===== config.mk =====
export PLATFORM = sky130hd
export DESIGN_NAME = haar_cascade_controller_flat
export DESIGN_NICKNAME = d
export VERILOG_FILES = /design/src/rtl/haar_cascade_controller_if.sv /design/src/rtl/haar_cascade_controller.sv /design/src/flat_wrapper.sv
export SDC_FILE = /design/constraint.sdc
export NUM_CORES = 1
export LEC_CHECK = 0
export ABC_AREA = 1
export BUFFER_PORTS_ARGS = -buffer_cell sky130_fd_sc_hd__buf_2
export CAP_MARGIN = 30
export CORE_MARGIN = 3
export CORE_UTILIZATION = 30
export DETAILED_ROUTE_END_ITERATION = 8
export GPL_ROUTABILITY_DRIVEN = 0
export HOLD_SLACK_MARGIN = 0.08
export PLACE_DENSITY = 0.55
export SYNTH_ARGS = -nofsm -noshare
export SYNTH_HDL_FRONTEND = slang
export SYNTH_SLANG_ARGS = --single-unit

===== constraint.sdc =====
create_clock -name clk_fpga -period 3.67 [get_ports clk_fpga]
set_clock_uncertainty 0.1 [all_clocks]
set_input_delay 0.1835 -clock clk_fpga [delete_from_list [all_inputs] [get_ports clk_fpga]]
set_output_delay 0.1835 -clock clk_fpga [all_outputs]
set_load 0.05 [all_outputs]

===== src/rtl/haar_cascade_controller_if.sv =====
// Handshake and data bus between the cascade controller, the stage table,
// the window producer and the classifier datapath.
interface haar_cascade_controller_if #(
  parameter int ADDR_WIDTH    = 10,
  parameter int DATA_WIDTH_8  = 8,
  parameter int DATA_WIDTH_12 = 12,
  parameter int DATA_WIDTH_16 = 16
);
  logic                     i_window_valid;
  logic                     o_window_ready;
  logic [ADDR_WIDTH-1:0]    o_stage_addr;
  logic [DATA_WIDTH_8-1:0]  i_stage_num_classifier;
  logic [DATA_WIDTH_16-1:0] i_stage_threshold;
  logic                     o_classifier_start;
  logic [ADDR_WIDTH-1:0]    o_classifier_index;
  logic                     i_classifier_done;
  logic [DATA_WIDTH_12-1:0] i_haar_value;
  logic                     o_busy;
  logic                     o_done;
  logic                     o_is_candidate;
  logic [DATA_WIDTH_8-1:0]  o_reject_stage;

  modport master (
    input  i_window_valid, i_stage_num_classifier, i_stage_threshold,
           i_classifier_done, i_haar_value,
    output o_window_ready, o_stage_addr, o_classifier_start, o_classifier_index,
           o_busy, o_done, o_is_candidate, o_reject_stage
  );

  modport slave (
    output i_window_valid, i_stage_num_classifier, i_stage_threshold,
           i_classifier_done, i_haar_value,
    input  o_window_ready, o_stage_addr, o_classifier_start, o_classifier_index,
           o_busy, o_done, o_is_candidate, o_reject_stage
  );
endinterface


===== src/rtl/haar_cascade_controller.sv =====
// Walks one integral window through every cascade stage, summing classifier
// results per stage and stopping at the first stage whose sum misses threshold.
module haar_cascade_controller #(
  parameter int NUM_STAGES    = 25,
  parameter int ADDR_WIDTH    = 10,
  parameter int DATA_WIDTH_8  = 8,
  parameter int DATA_WIDTH_12 = 12,
  parameter int DATA_WIDTH_16 = 16
) (
  input  logic                      clk_fpga,
  input  logic                      reset_fpga,
  haar_cascade_controller_if.master bus
);
  typedef enum logic [2:0] {
    S_IDLE, S_FETCH, S_LOAD, S_ISSUE, S_WAIT, S_EVAL, S_DONE
  } state_t;

  localparam logic [DATA_WIDTH_16-1:0] ACC_MAX = {1'b0, {(DATA_WIDTH_16-1){1'b1}}};
  localparam logic [DATA_WIDTH_16-1:0] ACC_MIN = {1'b1, {(DATA_WIDTH_16-1){1'b0}}};

  state_t                   state_q, state_d;
  logic [DATA_WIDTH_8-1:0]  stage_q;
  logic [DATA_WIDTH_8-1:0]  k_q;
  logic [DATA_WIDTH_8-1:0]  cnt_q;
  logic [ADDR_WIDTH-1:0]    cls_idx_q;
  logic [ADDR_WIDTH-1:0]    addr_q;
  logic [DATA_WIDTH_16-1:0] acc_q;
  logic [DATA_WIDTH_16-1:0] thr_q;
  logic                     cand_q;
  logic [DATA_WIDTH_8-1:0]  rej_q;

  logic [DATA_WIDTH_16:0]   sum_ext;
  logic [DATA_WIDTH_16-1:0] acc_sat;
  logic                     pass;
  logic                     last_stage;

  // One guard bit is enough to detect overflow of a 16 + 12 bit signed add.
  always_comb begin
    sum_ext = {acc_q[DATA_WIDTH_16-1], acc_q}
            + {{(DATA_WIDTH_16+1-DATA_WIDTH_12){bus.i_haar_value[DATA_WIDTH_12-1]}},
               bus.i_haar_value};
    acc_sat = sum_ext[DATA_WIDTH_16-1:0];
    if (sum_ext[DATA_WIDTH_16:DATA_WIDTH_16-1] == 2'b01) acc_sat = ACC_MAX;
    if (sum_ext[DATA_WIDTH_16:DATA_WIDTH_16-1] == 2'b10) acc_sat = ACC_MIN;
  end

  assign pass       = $signed(acc_q) >= $signed(thr_q);
  assign last_stage = (stage_q == DATA_WIDTH_8'(NUM_STAGES - 1));

  always_comb begin
    state_d = state_q;
    unique case (state_q)
      S_IDLE:  if (bus.i_window_valid) state_d = S_FETCH;
      S_FETCH: state_d = S_LOAD;
      S_LOAD:  state_d = (bus.i_stage_num_classifier == '0) ? S_EVAL : S_ISSUE;
      S_ISSUE: state_d = S_WAIT;
      S_WAIT:  if (bus.i_classifier_done)
                 state_d = (k_q + 1'b1 == cnt_q) ? S_EVAL : S_ISSUE;
      S_EVAL:  state_d = (!pass || last_stage) ? S_DONE : S_FETCH;
      S_DONE:  state_d = S_IDLE;
      default: state_d = S_IDLE;
    endcase
  end

  always_ff @(posedge clk_fpga) begin
    if (reset_fpga) begin
      state_q   <= S_IDLE;
      stage_q   <= '0;
      k_q       <= '0;
      cnt_q     <= '0;
      cls_idx_q <= '0;
      addr_q    <= '0;
      acc_q     <= '0;
      thr_q     <= '0;
      cand_q    <= 1'b0;
      rej_q     <= '0;
    end else begin
      state_q <= state_d;
      unique case (state_q)
        S_IDLE: if (bus.i_window_valid) begin
          stage_q   <= '0;
          cls_idx_q <= '0;
          acc_q     <= '0;
        end
        S_FETCH: addr_q <= ADDR_WIDTH'(stage_q);
        S_LOAD: begin
          cnt_q <= bus.i_stage_num_classifier;
          thr_q <= bus.i_stage_threshold;
          acc_q <= '0;
          k_q   <= '0;
        end
        S_WAIT: if (bus.i_classifier_done) begin
          acc_q     <= acc_sat;
          cls_idx_q <= cls_idx_q + 1'b1;
          k_q       <= k_q + 1'b1;
        end
        // Verdict lands at the EVAL edge so it is stable alongside o_done.
        S_EVAL: begin
          if (!pass) begin
            cand_q <= 1'b0;
            rej_q  <= stage_q;
          end else if (last_stage) begin
            cand_q <= 1'b1;
            rej_q  <= DATA_WIDTH_8'(NUM_STAGES);
          end else begin
            stage_q <= stage_q + 1'b1;
          end
        end
        default: ;
      endcase
    end
  end

  // Address is live during FETCH so table data is valid in LOAD.
  assign bus.o_stage_addr       = (state_q == S_FETCH) ? ADDR_WIDTH'(stage_q) : addr_q;
  assign bus.o_window_ready     = (state_q == S_IDLE);
  assign bus.o_busy             = (state_q != S_IDLE);
  assign bus.o_done             = (state_q == S_DONE);
  assign bus.o_classifier_start = (state_q == S_ISSUE);
  assign bus.o_classifier_index = cls_idx_q;
  assign bus.o_is_candidate     = cand_q;
  assign bus.o_reject_stage     = rej_q;
endmodule

===== src/flat_wrapper.sv =====
// flat-port wrapper written by rule: the top's interface ports become plain ports
module haar_cascade_controller_flat 
#(
  parameter int NUM_STAGES    = 25,
  parameter int ADDR_WIDTH    = 10,
  parameter int DATA_WIDTH_8  = 8,
  parameter int DATA_WIDTH_12 = 12,
  parameter int DATA_WIDTH_16 = 16
)
  (clk_fpga, reset_fpga, bus_i_window_valid, bus_i_stage_num_classifier, bus_i_stage_threshold, bus_i_classifier_done, bus_i_haar_value, bus_o_window_ready, bus_o_stage_addr, bus_o_classifier_start, bus_o_classifier_index, bus_o_busy, bus_o_done, bus_o_is_candidate, bus_o_reject_stage);
  haar_cascade_controller_if #(.ADDR_WIDTH(ADDR_WIDTH), .DATA_WIDTH_8(DATA_WIDTH_8), .DATA_WIDTH_12(DATA_WIDTH_12), .DATA_WIDTH_16(DATA_WIDTH_16)) bus_i ();
  input  logic clk_fpga;
  input  logic reset_fpga;
  input wire logic [$bits(bus_i.i_window_valid)-1:0] bus_i_window_valid;
  input wire logic [$bits(bus_i.i_stage_num_classifier)-1:0] bus_i_stage_num_classifier;
  input wire logic [$bits(bus_i.i_stage_threshold)-1:0] bus_i_stage_threshold;
  input wire logic [$bits(bus_i.i_classifier_done)-1:0] bus_i_classifier_done;
  input wire logic [$bits(bus_i.i_haar_value)-1:0] bus_i_haar_value;
  output wire logic [$bits(bus_i.o_window_ready)-1:0] bus_o_window_ready;
  output wire logic [$bits(bus_i.o_stage_addr)-1:0] bus_o_stage_addr;
  output wire logic [$bits(bus_i.o_classifier_start)-1:0] bus_o_classifier_start;
  output wire logic [$bits(bus_i.o_classifier_index)-1:0] bus_o_classifier_index;
  output wire logic [$bits(bus_i.o_busy)-1:0] bus_o_busy;
  output wire logic [$bits(bus_i.o_done)-1:0] bus_o_done;
  output wire logic [$bits(bus_i.o_is_candidate)-1:0] bus_o_is_candidate;
  output wire logic [$bits(bus_i.o_reject_stage)-1:0] bus_o_reject_stage;
  assign bus_i.i_window_valid = bus_i_window_valid;
  assign bus_i.i_stage_num_classifier = bus_i_stage_num_classifier;
  assign bus_i.i_stage_threshold = bus_i_stage_threshold;
  assign bus_i.i_classifier_done = bus_i_classifier_done;
  assign bus_i.i_haar_value = bus_i_haar_value;
  assign bus_o_window_ready = bus_i.o_window_ready;
  assign bus_o_stage_addr = bus_i.o_stage_addr;
  assign bus_o_classifier_start = bus_i.o_classifier_start;
  assign bus_o_classifier_index = bus_i.o_classifier_index;
  assign bus_o_busy = bus_i.o_busy;
  assign bus_o_done = bus_i.o_done;
  assign bus_o_is_candidate = bus_i.o_is_candidate;
  assign bus_o_reject_stage = bus_i.o_reject_stage;
  haar_cascade_controller #(.NUM_STAGES(NUM_STAGES), .ADDR_WIDTH(ADDR_WIDTH), .DATA_WIDTH_8(DATA_WIDTH_8), .DATA_WIDTH_12(DATA_WIDTH_12), .DATA_WIDTH_16(DATA_WIDTH_16)) u_core (.clk_fpga(clk_fpga), .reset_fpga(reset_fpga), .bus(bus_i));
endmodule

==> results of run 1 <==
-- logic make-up (layout without fill, tap and decap cells) --
| group | Yosys count | in the layout |
|---|---|---|
| adder cells (fa/ha/maj) | 37 | 37 |
| AND/OR/NAND/NOR | 334 | 334 |
| XOR/XNOR | 17 | 17 |
| buffers and inverters | 118 | 212 |
| AO/OA/AOI/OAI | 159 | 159 |
| flip-flops | 88 | 88 |
-- state kept, by name, indices dropped and copies added (netlist names) --
| signal | flops |
|---|---|
| u_core.stage_q | 8 |
| u_core.bus.o_classifier_index | 10 |
| u_core.state_q | 3 |
| u_core.k_q | 8 |
| u_core.cnt_q | 8 |
| u_core.bus.o_is_candidate | 1 |
| u_core.thr_q | 16 |
| u_core.addr_q | 10 |
| u_core.acc_q | 16 |
| u_core.bus.o_reject_stage | 8 |
-- stage by stage --
step | setup slack [ns] | total power (W) | instances | instance area [um2]
after global placement | 1.20 | 0.00151 | 1027 | 5790
after floorplan | 1.30 | 0.00139 | 753 | 5230
after CTS | 1.09 | 0.00248 | 1067 | 6330
final | 1.13 | 0.00245 | 1067 | 6330
after global routing | 0.791 | 0.00259 | 1067 | 6330
after detailed placement | 1.13 | 0.00152 | 1027 | 5790
-- per-layer routing --
| layer | routed length, um | GRT usage |
|---|---|---|
| met5 | 0 | 0 |
| met1 | 6570 | 0.192 |
| met4 | 174 | 0.0395 |
| met2 | 6250 | 0.243 |
| met3 | 487 | 0.0363 |
-- report_power, final --
| part | switching, W | leakage, nW | internal (W) | total (W) |
|---|---|---|---|---|
| registers | 0.0000171 | 0.712 | 0.000992 | 0.00101 |
| clock network | 0.000389 | 0.150 | 0.000545 | 0.000934 |
| logic | 0.000346 | 1.97 | 0.000157 | 0.000504 |
-- worst min path at each step --
stage / endpoint / slack, ns / depth (start not counted)
floorplan: u_core.thr_q[0] / 0.25 / 2
global placement: u_core.addr_q[9] / 0.34 / 2
detailed placement: u_core.addr_q[9] / 0.34 / 2
CTS: u_core.thr_q[15] / 0.13 / 3
global route: u_core.thr_q[15] / 0.16 / 3
finish: u_core.thr_q[15] / 0.15 / 3
-- cells in the final DEF (no fill, tap or decap), drive strengths merged, types with 2 or more instances in the layout --
cell type and count:
o211ai 2, o21a 2, dfxtp 88, buf 77
nand3b 3, a21oi 105, o21ai 39, clkinv 5
xor2 8, nand3 52, nand4 7, ha 36
nor4 2, xnor2 8, nor3b 3, nand2 187
or2 8, inv 94, clkbuf 11, a211oi 8
dlygate4sd3 24, nor2 55, nor3 17
-- layout make-up --
class / count / area, um2 / area share
Clock buffer: 11 / 243 / 0.0384
Timing Repair Buffer: 101 / 638 / 0.101
Sequential cell: 88 / 1760 / 0.278
Inverter: 95 / 362 / 0.0571
Clock inverter: 5 / 53.8 / 0.00850
Tap cell: 220 / 275 / 0.0435
Multi-Input combinational cell: 547 / 2990 / 0.473
-- critical path, stage by stage (launching register included) --
cell and delay [ns]:
dfxtp_1 0.37, ha_1 0.18, inv_1 0.05, fa_1 0.41, inv_1 0.07, nand3_1 0.06, nand2_1 0.13, nand3_1 0.10
nand2_2 0.10, nand2_1 0.07, nand2_1 0.07, nand2_1 0.06, nand2_1 0.09, nor2_1 0.07, nor2_4 0.30, nand2_1 0.10
a21oi_1 0.13
==> impl_metrics.json, run 1 <==
{
  "numCtsBuffers": 9,
  "synth-compound-area-share": 0.161,
  "die_height_um": 138,
  "yosysWarnings": 0,
  "ys_seq_elements": 88,
  "dr.first_iter.drc_count": 294,
  "worst-path-max-fanout": 15,
  "cts_tree": "yes",
  "num_rows": 47,
  "die-area_um2": 19000,
  "yosysSeqAreaShare": 0.337,
  "fin_util": 0.376,
  "final_nets": 919,
  "synth_common_cells": "nand2_1 (176), a21oi_1 (103), inv_1 (91)",
  "synth_edf_count": 0,
  "yosys.area.top_type": "dfxtp_1",
  "ys_top_cells_by_area": "dfxtp_1 (34%), nand2_1 (13%), a21oi_1 (9.9%)",
  "leakage_nw": 2.84,
  "p_per_area_nw_per_um2": 387,
  "hold_viol": 0,
  "clk_pin_slew_ns": 0.07,
  "maxCapViolCount": 0,
  "grt_overflow": 0,
  "hp-start": "bus_i_stage_threshold[15]",
  "rr_endpoint": "u_core.acc_q[10]",
  "io_pins": 73,
  "holdCritPathClass": "input port to flop",
  "end_kind": "flop",
  "synth_simple_gate_area_frac": 0.291,
  "worst_setup_path_start_kind": "flop",
  "initial_utilization": 0.311,
  "grt_max_degree": 54,
  "cts_buffer_depth": 2,
  "via_per_inst": 4.65,
  "min_period_over_period": 0.692,
  "cp-endpoint": "u_core.acc_q[10]",
  "setup_violations": 0,
  "finalCriticalPeriod_ns": 2.54,
  "max_slew_margin": 0.595,
  "die_w_um": 138,
  "synthFlopType": "dfxtp_1",
  "setup_tns_ns": 0,
  "status": "finished, final reports clean",
  "vias": 4965,
  "ctsResizeCount": 0,
  "syn_area_per_cell_um2": 6.94,
  "cts_hold_buf": 24,
  "yosysTopAreaCellShare": 0.337,
  "peakVddDrop_mv": 0.229,
  "ff2ff_path_depth": 16,
  "htree_levels": 3,
  "syn_to_final_growth_pct": 21.1,
  "grt_pass1_vias": 4683,
  "rsz0062_at_grt": "false",
  "nFillCells": 1863,
  "ys_types": 40,
  "clock.fmax_ghz": 0.394,
  "grt_pass1_wl_um": 22300,
  "crit_arrival_ns": 2.71,
  "hpwlAfterDp_um": 10000,
  "critical_path.startpoint": "u_core.acc_q[0]",
  "yosysMostFrequentCell": "nand2_1",
  "syn_nets": 830,
  "critical_path_class": "flop to flop",
  "ant_nets": 0,
  "wire_per_inst_um": 12.6,
  "synthAdderAreaFrac": 0.0900,
  "cp.required_ns": 3.84,
  "clockRootBuffer": "clkbuf_16",
  "dr.pass1.iters": 5,
  "antenna_found_initial": 0,
  "synth_area_um2": 5230,
  "holdWs_ns": 0.147,
  "synth.area.mux_share": 0,
  "r2r-start": "u_core.acc_q[0]",
  "drc_errors": 0,
  "post_cts_buffers": 0,
  "portBuffers": 72,
  "grt_use_total": 0.147,
  "wl_um": 13500,
  "synth_top_family_by_area": "simple AND/OR/NAND/NOR gates",
  "clk_latency_ns": 0.35,
  "r2r_slack_ns": 1.13,
  "worst_pin_slew_ns": 0.608,
  "syn_inst": 753,
  "diodes": 0,
  "core_um2": 16800,
  "synthXorXnorAreaFrac": 0.0311,
  "drive_gt1_frac": 0.146,
  "async_reset_ff_frac": 0,
  "drv_slew": 0,
  "cts.sinks": 88
}
Power figures use the tool's default switching activity.
==> run 2, diff against run 1 <==
Clock period 3.67 ns to 2.4 ns, I/O delays scaled along.
==> impl_metrics.json, run 2 (synthesized netlist as in run 1, its figures left out) <==
{
  "status": "finished, final reports clean",
  "dr.pass1.iters": 4,
  "die-area_um2": 19000,
  "final_nets": 943,
  "placed_area_um2": 5950,
  "nFillCells": 1819,
  "io_pins": 73,
  "worst_pin_slew_ns": 0.610,
  "ff2ff_path_depth": 12,
  "worst-path-max-fanout": 4,
  "grt_use_total": 0.149,
  "portBuffers": 72,
  "clock.fmax_ghz": 0.442,
  "syn_to_final_growth_pct": 27.4,
  "core_um2": 16800,
  "grt_pass1_vias": 4839,
  "drv_slew": 0,
  "vias": 5067,
  "regArea_um2": 1760,
  "drc_errors": 0,
  "cp.required_ns": 2.50,
  "grt_max_degree": 54,
  "final_cell_mix": "nand2_1 (170), a21oi_1 (101), inv_1 (90)",
  "wire_per_inst_um": 12.5,
  "drive_gt1_frac": 0.190,
  "setup_tns_ns": 0,
  "dr.first_iter.drc_count": 205,
  "largestRegisters": "u_core.acc_q x16, u_core.thr_q x16",
  "peakVddDrop_mv": 0.525,
  "critical_path_class": "flop to flop",
  "wl_um": 13700,
  "min_period_over_period": 0.944,
  "worst_setup_path_start_kind": "flop",
  "htree_levels": 3,
  "maxCapViolCount": 0,
  "layout_commonest_cell": "nand2_1",
  "clockRootBuffer": "clkbuf_16",
  "hold_viol": 0,
  "via_per_inst": 4.65,
  "antenna_found_initial": 0,
  "initial_utilization": 0.311,
  "crit_arrival_ns": 2.36,
  "clk_latency_ns": 0.34,
  "end_kind": "flop",
  "die_w_um": 138,
  "hold_depth": 5,
  "numCtsBuffers": 9,
  "setup_violations": 0,
  "grt_overflow": 0,
  "clk_pin_slew_ns": 0.07,
  "ant_nets": 0,
  "max_slew_margin": 0.594,
  "leakage_nw": 2.98,
  "cts.sinks": 88,
  "hpwlAfterDp_um": 10200,
  "holdWs_ns": 0.171,
  "diodes": 0,
  "cts_buffer_depth": 2,
  "holdCritPathClass": "input port to flop",
  "grt_pass1_wl_um": 22700,
  "fin_area_um2": 6660,
  "multiInputGateArea_um2": 3090,
  "p_per_area_nw_per_um2": 590,
  "cts_tree": "yes",
  "die_height_um": 138,
  "finalCriticalPeriod_ns": 2.26,
  "num_rows": 47
}
run 2: changes by cell type in the layout (fill, tap and decap cells not counted), moves of 3 or more:
cell / change
buf_4: +20
nand2_1: -6
nand2_2: +3
nand2_4: +3
nand3_1: -3
nand3_2: +3
run 2: worst max-delay path: stages (launching register included):
cell and delay, ns:
dfxtp_1 0.42, ha_1 0.32, a21oi_1 0.23, o21ai_1 0.10
a21oi_1 0.20, nand2_1 0.08, nand2_1 0.06, nand2_1 0.11
nor2_2 0.18, nor2_4 0.06, buf_4 0.15, nand2_1 0.06
a21oi_1 0.05
run 2: through the flow:
| step | setup WS (ns) | power [W] | cells | utilization |
|---|---|---|---|---|
| 6_report | 0.136 | 0.00393 | 1090 | 0.396 |
| 2_1_floorplan | 0.0272 | 0.00213 | 753 | - |
| 5_1_grt | -0.0184 | 0.00412 | 1090 | 0.396 |
| 4_1_cts | -0.00190 | 0.00395 | 1088 | 0.389 |
| 3_3_place_gp | 0.00472 | 0.00236 | 1046 | 0.354 |
| 3_5_place_dp | -0.0169 | 0.00236 | 1046 | 0.354 |
run 2: final cells by class:
cell class / count / area share
multi-input cells: 547 / 0.464
well taps: 220 / 0.0413
flip-flops and latches: 88 / 0.265
clock buffers: 12 / 0.0385
inverters: 95 / 0.0543
clock inverters: 3 / 0.00977
repair buffers: 125 / 0.127
run 2: routing by layer:
metal  track usage  wire [um]  vias up
li1              -          -     2700
met1         0.192       6670     2292
met2         0.253       6410       64
met3        0.0305        405       11
met4        0.0412        177        0
met5             0          0        -
run 2: path summary, 6_finish.rpt:
check                     startpoint                 to  slack, ns
setup / recovery     u_core.acc_q[8]    u_core.acc_q[2]       0.14
hold reg to reg     u_core.addr_q[8]   u_core.addr_q[8]       0.34
setup reg to reg     u_core.acc_q[8]    u_core.acc_q[2]       0.14
hold / removal    bus_i_window_valid  u_core.state_q[1]       0.17
run 2: timing repair:
action,CTS,global route
resized for setup,1,28
endpoints found under the setup margin,15,41
gates cloned,0,1
hold buffers,25,0
endpoints found under the hold margin,26,0
buffers inserted,2,1
pin swaps,1,6
run 2: report_power, final:
part	switching [W]	internal [W]	total, W	leakage, nW
clock	0.000573	0.000962	0.00154	0.159
combinational	0.000556	0.000291	0.000847	2.11
sequential	0.0000267	0.00152	0.00154	0.713
total	0.00116	0.00277	0.00393	2.98
